--- src/rtl/lut_neuron_loader.sv ---
// Runtime-loadable single-output LUT neuron: a truth table streamed in over a
// valid/ready config port, then answered with registered one-cycle lookups.
module lut_neuron_loader #(
    parameter int IN_BITS = 8,
    parameter int CFG_W   = 8
) (
    input  logic               clk,
    input  logic               rst_n,
    input  logic               cfg_start,
    input  logic [CFG_W-1:0]   cfg_data,
    input  logic               cfg_valid,
    output logic               cfg_ready,
    output logic               cfg_done,
    output logic               loaded,
    input  logic [IN_BITS-1:0] in_data,
    input  logic               in_valid,
    output logic               out_data,
    output logic               out_valid
);
    localparam int DEPTH  = 1 << IN_BITS;
    localparam int NWORDS = DEPTH / CFG_W;
    localparam int CNT_W  = (NWORDS > 1) ? $clog2(NWORDS) : 1;
    localparam logic [CNT_W-1:0] LAST_WORD = CNT_W'(NWORDS - 1);

    typedef enum logic [1:0] {
        IDLE = 2'd0,
        LOAD = 2'd1,
        RUN  = 2'd2
    } state_t;

    state_t             state_q, state_d;
    logic [CNT_W-1:0]   cnt_q, cnt_d;
    logic [DEPTH-1:0]   table_q, table_d;
    logic               loaded_q, loaded_d;
    logic               cfg_done_q, cfg_done_d;
    logic               out_data_q, out_data_d;
    logic               out_valid_q, out_valid_d;

    // Handshake: a config word transfers on a rising edge where cfg_valid and
    // cfg_ready are both high; cfg_ready depends on the registered state only.
    assign cfg_ready = (state_q == LOAD);
    assign cfg_done  = cfg_done_q;
    assign loaded    = loaded_q;
    assign out_data  = out_data_q;
    assign out_valid = out_valid_q;

    always_comb begin
        state_d    = state_q;
        cnt_d      = cnt_q;
        table_d    = table_q;
        loaded_d   = loaded_q;
        cfg_done_d = 1'b0;

        case (state_q)
            IDLE: begin
                if (cfg_start) begin
                    state_d = LOAD;
                    cnt_d   = '0;
                end
            end
            LOAD: begin
                // A restart outranks a word accepted in the same cycle.
                if (cfg_start) begin
                    cnt_d = '0;
                end else if (cfg_valid) begin
                    table_d[int'(cnt_q) * CFG_W +: CFG_W] = cfg_data;
                    if (cnt_q == LAST_WORD) begin
                        state_d    = RUN;
                        cnt_d      = '0;
                        loaded_d   = 1'b1;
                        cfg_done_d = 1'b1;
                    end else begin
                        cnt_d = cnt_q + 1'b1;
                    end
                end
            end
            RUN: begin
                if (cfg_start) begin
                    state_d  = LOAD;
                    cnt_d    = '0;
                    loaded_d = 1'b0;
                end
            end
            default: begin
                state_d  = IDLE;
                cnt_d    = '0;
                loaded_d = 1'b0;
            end
        endcase
    end

    // Stale entries left over from an earlier table are masked until loaded rises.
    always_comb begin
        out_valid_d = in_valid;
        out_data_d  = in_valid & loaded_q & table_q[in_data];
    end

    always_ff @(posedge clk or negedge rst_n) begin
        if (!rst_n) begin
            state_q     <= IDLE;
            cnt_q       <= '0;
            table_q     <= '0;
            loaded_q    <= 1'b0;
            cfg_done_q  <= 1'b0;
            out_data_q  <= 1'b0;
            out_valid_q <= 1'b0;
        end else begin
            state_q     <= state_d;
            cnt_q       <= cnt_d;
            table_q     <= table_d;
            loaded_q    <= loaded_d;
            cfg_done_q  <= cfg_done_d;
            out_data_q  <= out_data_d;
            out_valid_q <= out_valid_d;
        end
    end

endmodule
--- config.mk ---
export PLATFORM = sky130hd
export DESIGN_NAME = lut_neuron_loader
export DESIGN_NICKNAME = d
export VERILOG_FILES = /design/src/rtl/lut_neuron_loader.sv
export SDC_FILE = /design/constraint.sdc
export NUM_CORES = 1
export LEC_CHECK = 0
export ABC_AREA = 1
export CAP_MARGIN = 15
export CORE_UTILIZATION = 48
export DETAILED_ROUTE_END_ITERATION = 12
export PLACE_DENSITY = 0.71
export SYNTH_ARGS = -nofsm -noshare
export SYNTH_HDL_FRONTEND = slang
export SYNTH_SLANG_ARGS = --single-unit
--- constraint.sdc ---
create_clock -name clk -period 2.4 [get_ports clk]
set_input_delay 0.24 -clock clk [delete_from_list [all_inputs] [get_ports clk]]
set_output_delay 0.24 -clock clk [all_outputs]
set_load 0.005 [all_outputs]
# [Word-level counts from Yosys, hierarchy flattened]
# Index checks and enable logic that the tools add are counted.
[totals] register_bits=267 out_inout_bits=5 input_bits=21 wordCells=53
[op_classes] n_bitwise=4 eq_ne=9 n_mux=22 order_cmp=1 addsub=2 reduce_logical=6 shift=2
[ops] op="256-bit bitwise mux" count=1
[ops] op="8-bit by 33-bit variable shift with 256-bit output, first input constant" count=1
[ops] op="8-bit by 33-bit indexed part select with 256-bit output" count=1
[ops] op="8-bit negation with 33-bit output" count=1
[ops] op="5-bit two-way mux" count=4
[ops] op="5-bit case mux with 2 select lines" count=1
[ops] op="8-bit by 9-bit < comparator with 1-bit output, second input constant" count=1
[ops] op="1-bit two-way mux" count=9
[ops] op="1-bit binary-select mux with 8-bit select" count=1
[ops] op="2-bit two-way mux" count=4
[ops] op="2-bit != test, second input constant" count=3
[ops] op="5-bit by 1-bit adder with 5-bit output, second input constant" count=1
[ops] op="5-bit == test, second input constant" count=1
[ops] op="5-bit AND reduction" count=1
[ops] op="2-bit by 1-bit != test with 1-bit output, second input constant" count=2
[ops] op="2-bit case mux with 2 select lines" count=1
[ops] op="4-bit AND reduction" count=1
[ops] op="3-bit != test, second input constant" count=1
[ops] op="1-bit case mux with 3 select lines" count=1
[ops] op="3-bit AND reduction" count=1
[ops] op="1-bit bitwise AND" count=2
[ops] op="2-bit by 1-bit == test with 1-bit output, second input constant" count=1
[ops] op="2-bit == test, second input constant" count=1
[ops] op="2-bit zero test" count=1
[ops] op="other kinds (3)" count=4

# [Longest topological paths before layout]
# Gate-level depths: netlist of the first run.
[logic_depth] ltp_word=5 mapped_depth=14 mapped_depth_nobuf=13

# [Least setup slack after synthesis of the first run]
# OpenSTA, ideal clock, no wires.
[synth_path] kind="reg-to-reg" startpoint="reg cnt_q[0]" endpoint="reg table_q[135]" slack_ps=5 stages_incl_launch_ff=12 setup_ps=96 arrival_time_ps=2299 t_required_ps=2304 synth_period_minus_slack_ps=2395 path_cell_list="dfrtp_1 > inv_1 > ha_1 > nand2_1 > nor2_1 > ha_1 > clkbuf_1 > nand3_1 > nor2_4 > nand3_2 > buf_2 > o31ai_1"
[synth_between] elab_chain_len=3
[synth_lines] element="from (decl)" line_no="32" source="logic [CNT_W-1:0] cnt_q, cnt_d;"
[synth_lines] element="from (signal assigned)" line_no="109" source="cnt_q <= cnt_d;"
[synth_lines] element="8-bit negation with 33-bit output *" line_no="66" source="table_d[int'(cnt_q) * CFG_W +: CFG_W] = cfg_data;"
[synth_lines] element="8-bit by 33-bit indexed part select with 256-bit output or 8-bit by 33-bit variable shift with 256-bit output (tied branches)" line_no="66"
[synth_lines] element="256-bit bitwise mux *" line_no="66"
[synth_lines] element="to (signal assigned)" line_no="110" source="table_q <= table_d;"
[synth_lines] element="to (decl)" line_no="33" source="logic [DEPTH-1:0] table_q, table_d;"
# Every way passes the cells marked *; elsewhere a longest branch is shown, timed or not.
# A chain may end at the register's enable or synchronous reset.

# [Worst setup path in the final report of the first run]
[layout_path] startpoint="reg cnt_q[1]" endpoint="reg table_q[78]"
# Same word-level chain as after synthesis.

==> reports/metrics.yaml, run 1 <==
synth:
  synth_compound_area_frac: 0.105
  ys_seq_area_frac: 0.486
  yosysUniqueCellTypes: 33
  synth_top_family_by_area: "simple AND/OR/NAND/NOR gates"
  ys_ff_latch: 267
  synthAdderAreaFrac: 0.00364
  synth-simple-area-share: 0.333
  yosys_most_used_dff: "dfrtp_1"
  avgSynthCellArea_um2: 7.42
  synth_edf_count: 0
  syn-cell-area_um2: 13800
  synthMuxAreaShare: 0
  synth_xor_area_frac: 0.000637
  syn_nets: 1878
  syn_inst: 1853
  synthArstFlopShare: 1.00
  yosys_warnings: 0
sta:
  finalWorstSetupSlack_ns: 0.0947
  rsz0062_at_grt: "true"
  finClkSkew_ns: 0.00925
  post-route-period-util: 0.961
  max_freq_ghz: 0.434
  drv_slew: 0
  max_slew_margin: 0.543
  hold_violations: 0
  period_minus_slack_ns: 2.31
  hold_ws_ns: 0.163
  setup_viol: 0
  max_slew.worst_pin.slew_ns: 0.685
route:
  met1Wirelength_um: 17200
  via_count: 12887
  wl_um: 40300
  routedWlPerCell_um: 17.7
  ant_nets: 0
  met2_wirelength_um: 18200
  dr.pass1.iters: 6
  drtIter0Drc: 1470
  dr.max_layer_used: "met4"
  vias_per_cell: 5.66
  drcViolationCount: 0
  met3_length_um: 3590
placed_design:
  place_congestion: 0.894
  dpl.cell_count: 2217
  dp.final_hpwl_um: 26300
  port-buffer-count: 25
  pre_cts_slack_ns: -0.0578
layout:
  layout-drive-gt1-share: 0.0985
  synthToLayoutAreaGrowth_pct: 16.2
  stdcell_count: 2277
  final_nets: 1903
pwr:
  powerDensity_nw_per_um2: 789
  power.leakage_nw: 6.80
  vdd_drop_max_v: 0.000537
grt:
  track_usage: 0.284
  grt-ovfl-total: 0
  antenna_found_initial: 1
  grt_pass1_vias: 11934
  grt_pass1_wl_um: 64900
  grt_max_degree: 79
cts:
  cts_tree: "yes"
  clk_pin_slew_ns: 0.06
  htreeDepth: 1
  clkSinkCount: 267
  cts_root_buf: "clkbuf_16"
  clockBufferDepth: 3
  cts_buffers: 29
  insertion_delay_ns: 0.55
worst_setup_path:
  critical_path_peak_fanout: 14
  path_class: "flip-flop to flip-flop"
  end_kind: "flip-flop"
  critPathRequiredTime_ns: 2.84
  crit_arrival_ns: 2.75
  critical_path.startpoint_type: "flip-flop"
  r2r_cells: 10
die:
  num_io_pins: 26
  core_area_um2: 28000
  die_area_um2: 29300
  fp-row-count: 61
  start_util: 0.491
  fp.dieW_um: 171
  die-height_um: 171
run:
  drv_cap: 0
status:
  status: "completed"
min_path:
  min_path_type: "primary input to flip-flop"
  holdPathStages: 1
==> layout make-up <==
cell class                 count  area [µm²]
fill                        2561       12000
sequential                   267        6680
multi-input combinational   1349        6230
timing repair buffer         115        1190
clock buffer                  45         876
tap                          378         473
inverter                     116         443
clock inverter                 6        80.1
antenna                        1        2.50
==> worst max-delay path, stage by stage, from the launching register on <==
cell,delay [ns]
dfrtp_1,0.37
inv_1,0.09
ha_2,0.24
nand2_1,0.09
nor2_1,0.22
ha_4,0.23
clkinv_1,0.15
nor2_2,0.23
clkinvlp_4,0.15
buf_12,0.16
o31ai_1,0.26
==> cells in the mapped netlist (4+ instances only) <==
library cell    n  share of area
inv_2           4         0.0011
inv_1         110          0.030
nor4_1          5         0.0023
o31ai_1        23          0.013
nand2_1       592           0.16
o21ai_0       210          0.076
a21oi_1        11         0.0040
buf_2          39          0.014
clkbuf_1       53          0.014
nand4_1         5         0.0023
buf_6           7         0.0057
nor3_1         18         0.0065
nor2_1         85          0.023
o21ai_1        25         0.0091
dfrtp_1       267           0.49
ha_1            4         0.0036
buf_1          22         0.0060
nand3_1       349           0.13
==> registers in the layout, indices dropped and copies added (netlist names) <==
name       count
table_q      256
cfg_done       1
out_valid      1
out_data       1
cnt_q          5
loaded         1
state_q        2
==> final timing paths <==
check | start | slack, ns | endpoint
setup / recovery | cnt_q[1] | 0.09 | table_q[78]
min in group asynchronous | rst_n | 0.29 | table_q[14]
setup reg to reg | cnt_q[1] | 0.09 | table_q[78]
hold reg to reg | table_q[191] | 0.48 | table_q[191]
max in group asynchronous | rst_n | 1.37 | table_q[182]
hold / removal | in_valid | 0.16 | out_valid
==> per-layer routing <==
| layer | GRT usage | vias up |
|---|---|---|
| li1 | - | 6143 |
| met4 | 0.106 | 0 |
| met5 | 0 | - |
| met2 | 0.440 | 594 |
| met1 | 0.406 | 6059 |
| met3 | 0.0357 | 91 |
==> kinds of logic (layout without fill, tap and decap cells) <==
group / after synthesis / count (layout)
DFF: 267 / 267
buffers and inverters: 237 / 282
and+or+nand+nor: 1069 / 1069
adders and majority gates: 4 / 4
AOI/OAI and AO/OA: 275 / 275
other: 0 / 1
xor gates and xnor gates: 1 / 1
==> cell usage in the layout (no fill, tap or decap), types with 3 or more instances in the layout <==
cell type and instances:
a21oi_1 11, nor2_4 3, clkinv_2 5, clkbuf_1 7, nor4_2 3, nor3_4 3, clkbuf_16 29, buf_4 69
nand2_4 3, nor2_2 11, nor3_1 17, o22ai_1 3, nand4_1 5, dfrtp_1 267, nor2_1 75, o21ai_1 29
clkbuf_8 9, inv_2 5, buf_12 21, o31ai_1 23, nand3_1 348, clkdlybuf4s50_1 22, inv_1 106, nand2_2 11
nand2_1 582, o21ai_0 206
==> through the flow <==
stage                     power [W]  cell area, µm²   util  TNS (ns)
after detailed placement    0.00786           14800  0.528    -0.930
after global routing         0.0131           16000  0.570     -1.15
final                        0.0126           16000  0.570         0
after floorplan             0.00661           13800      -         0
after CTS                    0.0123           15800  0.563  -0.00281
after global placement      0.00783           14800  0.528   -0.0966
==> power by group <==
group | switching, W | leakage (nW) | internal, W
clock | 0.00179 | 0.474 | 0.00269
sequential | 0.0000463 | 3.70 | 0.00459
combinational | 0.00252 | 2.63 | 0.000961
==> what timing repair did <==
action,in CTS,in global routing
resized for setup,2,42
setup endpoints to repair,33,242
pin swaps,0,8
endpoints found under the hold margin,69,0
buffers inserted,0,7
hold buffers,1,0
(Power assumes the default switching activity.)
==> run 2: changes to the inputs <==
--- a/config.mk
+++ b/config.mk
@@ -6,7 +6,7 @@
 export NUM_CORES = 1
 export LEC_CHECK = 0
 export ABC_AREA = 1
-export CAP_MARGIN = 15
+export ABC_CLOCK_PERIOD_IN_PS = 2400
 export CORE_UTILIZATION = 48
 export DETAILED_ROUTE_END_ITERATION = 12
 export PLACE_DENSITY = 0.71
==> results of run 2 <==
No change in the layout: final DEF, timing and power equal those of run 1.
==> run 3: changes to the inputs <==
--- a/config.mk
+++ b/config.mk
@@ -8,6 +8,7 @@
 export ABC_AREA = 1
 export ABC_CLOCK_PERIOD_IN_PS = 2400
 export CORE_UTILIZATION = 48
+export CTS_CLUSTER_DIAMETER = 60
 export DETAILED_ROUTE_END_ITERATION = 12
 export PLACE_DENSITY = 0.71
 export SYNTH_ARGS = -nofsm -noshare
==> reports/metrics.yaml, run 3 (same netlist as run 1, synthesis figures left out) <==
layout:
  fin_area_um2: 16100  # was 16000 µm²
  layout_common_cells: "582 x nand2_1, 348 x nand3_1, 267 x dfrtp_1"  # unchanged
  largest_reg_flops: 256  # unchanged
  synthToLayoutAreaGrowth_pct: 17.0  # was 16.2%
  stdcell_count: 2282  # was 2277
  layout-drive-gt1-share: 0.101  # was 0.0985
  final_nets: 1905  # was 1903
  regMostFlops: "table_q"  # unchanged
  mostFrequentLayoutCell: "nand2_1"  # unchanged
  fillers: 2558  # was 2561
  top_regs: "table_q x256, cnt_q x5, state_q x2"  # unchanged
  antennaDiodeCount: 0  # was 1
pwr:
  internal-power_w: 0.00839  # was 0.00825 W
  switching_share: 0.348  # was 0.346
  powerDensity_nw_per_um2: 800  # was 789 nW/µm²
  vdd_drop_max_v: 0.000547  # was 0.000537 V
  switchingPower_w: 0.00448  # was 0.00436 W
  power.leakage_nw: 6.91  # was 6.80 nW
  pwr-share-comb: 0.272  # was 0.276
  seq_power_share: 0.360  # was 0.368
  p_clk_frac: 0.368  # was 0.356
die:
  start_util: 0.491  # unchanged
  num_io_pins: 26  # unchanged
  fp.dieW_um: 171  # unchanged
  die_area_um2: 29300  # unchanged
  core_area_um2: 28000  # unchanged
  die-height_um: 171  # unchanged
  fp-row-count: 61  # unchanged
cts:
  insertion_delay_ns: 0.56  # was 0.55 ns
  clkSinkCount: 267  # unchanged
  cts_buffers: 31  # was 29
  cts_root_buf: "clkbuf_16"  # unchanged
  htreeDepth: 1  # unchanged
  clk_pin_slew_ns: 0.06  # about the same
  clockBufferDepth: 3  # unchanged
  cts_tree: "yes"  # unchanged
worst_setup_path:
  end_kind: "flip-flop"  # unchanged
  critPathRequiredTime_ns: 2.86  # was 2.84 ns
  critPathSlowestCell: "dfrtp_1"  # unchanged
  critical_path_peak_fanout: 14  # unchanged
  path_class: "flip-flop to flip-flop"  # unchanged
  crit_arrival_ns: 2.77  # was 2.75 ns
  path_cells: "inv_1 > ha_2 > nand2_1 > nor2_1 > ha_4 > clkinv_1 > nor2_2 > clkinvlp_4 > buf_12 > o31ai_1"  # unchanged
  max_stage_delay_ns: 0.37  # about the same
  critical_path.startpoint_type: "flip-flop"  # unchanged
route:
  via_count: 12907  # was 12887
  drtIter0Drc: 1405  # was 1470
  routedWlPerCell_um: 17.7  # about the same
  dr.max_layer_used: "met4"  # unchanged
  met2_wirelength_um: 18200  # about the same
  met1Wirelength_um: 17700  # was 17200 µm
  vias_per_cell: 5.66  # about the same
  wl_um: 40400  # was 40300 µm
  ant_nets: 0  # unchanged
  met3_length_um: 3160  # was 3590 µm
  drcViolationCount: 0  # unchanged
  dr.pass1.iters: 6  # unchanged
sta:
  finClkSkew_ns: 0.0123  # was 0.00925 ns
  max_slew.worst_pin.slew_ns: 0.688  # was 0.685 ns
  hold_violations: 0  # unchanged
  period_minus_slack_ns: 2.31  # about the same
  post-route-period-util: 0.962  # was 0.961
  max_slew_margin: 0.541  # was 0.543
  finalWorstSetupSlack_ns: 0.0915  # was 0.0947 ns
  setup_viol: 0  # unchanged
  hold_ws_ns: 0.152  # was 0.163 ns
  drv_slew: 0  # unchanged
  max_freq_ghz: 0.433  # was 0.434 GHz
status:
  status: "completed"  # unchanged
grt:
  grt_max_degree: 79  # unchanged
  grt-ovfl-total: 0  # unchanged
  grt_pass1_vias: 11978  # was 11934
  antenna_found_initial: 0  # was 1
  track_usage: 0.285  # was 0.284
  grt_pass1_wl_um: 65100  # was 64900 µm
min_path:
  min_path_type: "primary input to flip-flop"  # unchanged
placed_design:
  port-buffer-count: 25  # unchanged
  dp.final_hpwl_um: 26300  # unchanged
  dpl.cell_count: 2217  # unchanged
  place_congestion: 0.894  # unchanged
  pre_cts_slack_ns: -0.0578  # unchanged
  place_area_um2: 14800  # unchanged
run:
  drv_cap: 0  # unchanged
-- run 3: cell type report --
| type | instances | area [µm²] | area share |
|---|---|---|---|
| Clock buffer | 46 | 912 | 0.0567 |
| Clock inverter | 11 | 123 | 0.00762 |
| Inverter | 116 | 443 | 0.0275 |
| Multi-Input combinational cell | 1349 | 6270 | 0.390 |
| Sequential cell | 267 | 6680 | 0.415 |
| Tap cell | 378 | 473 | 0.0294 |
| Timing Repair Buffer | 115 | 1190 | 0.0739 |
-- run 3: worst max-delay path, delay by kind of cell, from the launching register on --
family	cells	cell delay [ns]
adder cells (fa/ha/maj)	2	0.47
flip-flops	1	0.37
AND/OR/NAND/NOR	3	0.53
buffers and inverters	4	0.56
AO/OA/AOI/OAI	1	0.26
-- run 3: repair_timing --
action,in CTS,in global routing
pin swaps,1,7
hold buffers,1,0
setup buffers,1,6
hold endpoints to repair,69,0
gates resized for setup,1,49
endpoints found under the setup margin,42,244
-- run 3: final timing paths --
check / start / end / slack [ns] / cells after the start
max: cnt_q[0] / table_q[78] / 0.09 / 10
min: in_valid / out_valid / 0.15 / 1
max reg2reg: cnt_q[0] / table_q[78] / 0.09 / 10
min reg2reg: table_q[191] / table_q[191] / 0.48 / 2
max in group asynchronous: rst_n / table_q[182] / 1.39 / 3
min in group asynchronous: rst_n / table_q[14] / 0.27 / 2
-- run 3: per-layer routing --
| layer | global-route usage | vias to the layer above |
|---|---|---|
| met1 | 0.403 | 6115 |
| met3 | 0.0391 | 103 |
| met5 | 0 | - |
| li1 | - | 6145 |
| met2 | 0.444 | 544 |
| met4 | 0.108 | 0 |
-- run 3: through the flow --
| stage | power (W) | TNS [ns] | utilization |
|---|---|---|---|
| 6_report | 0.0129 | 0 | 0.574 |
| 3_3_place_gp | 0.00783 | -0.0966 | 0.528 |
| 3_5_place_dp | 0.00786 | -0.930 | 0.528 |
| 2_1_floorplan | 0.00661 | 0 | - |
| 4_1_cts | 0.0126 | -0.0579 | 0.566 |
| 5_1_grt | 0.0134 | -0.125 | 0.574 |
-- run 3: power groups by stage --
stage | Sequential [W] | Combinational [W] | Clock [W]
floorplan | 0.00472 | 0.00190 | 0
global placement | 0.00471 | 0.00311 | 0
detailed placement | 0.00471 | 0.00314 | 0
CTS | 0.00463 | 0.00317 | 0.00478
global route | 0.00464 | 0.00375 | 0.00497
finish | 0.00464 | 0.00350 | 0.00473
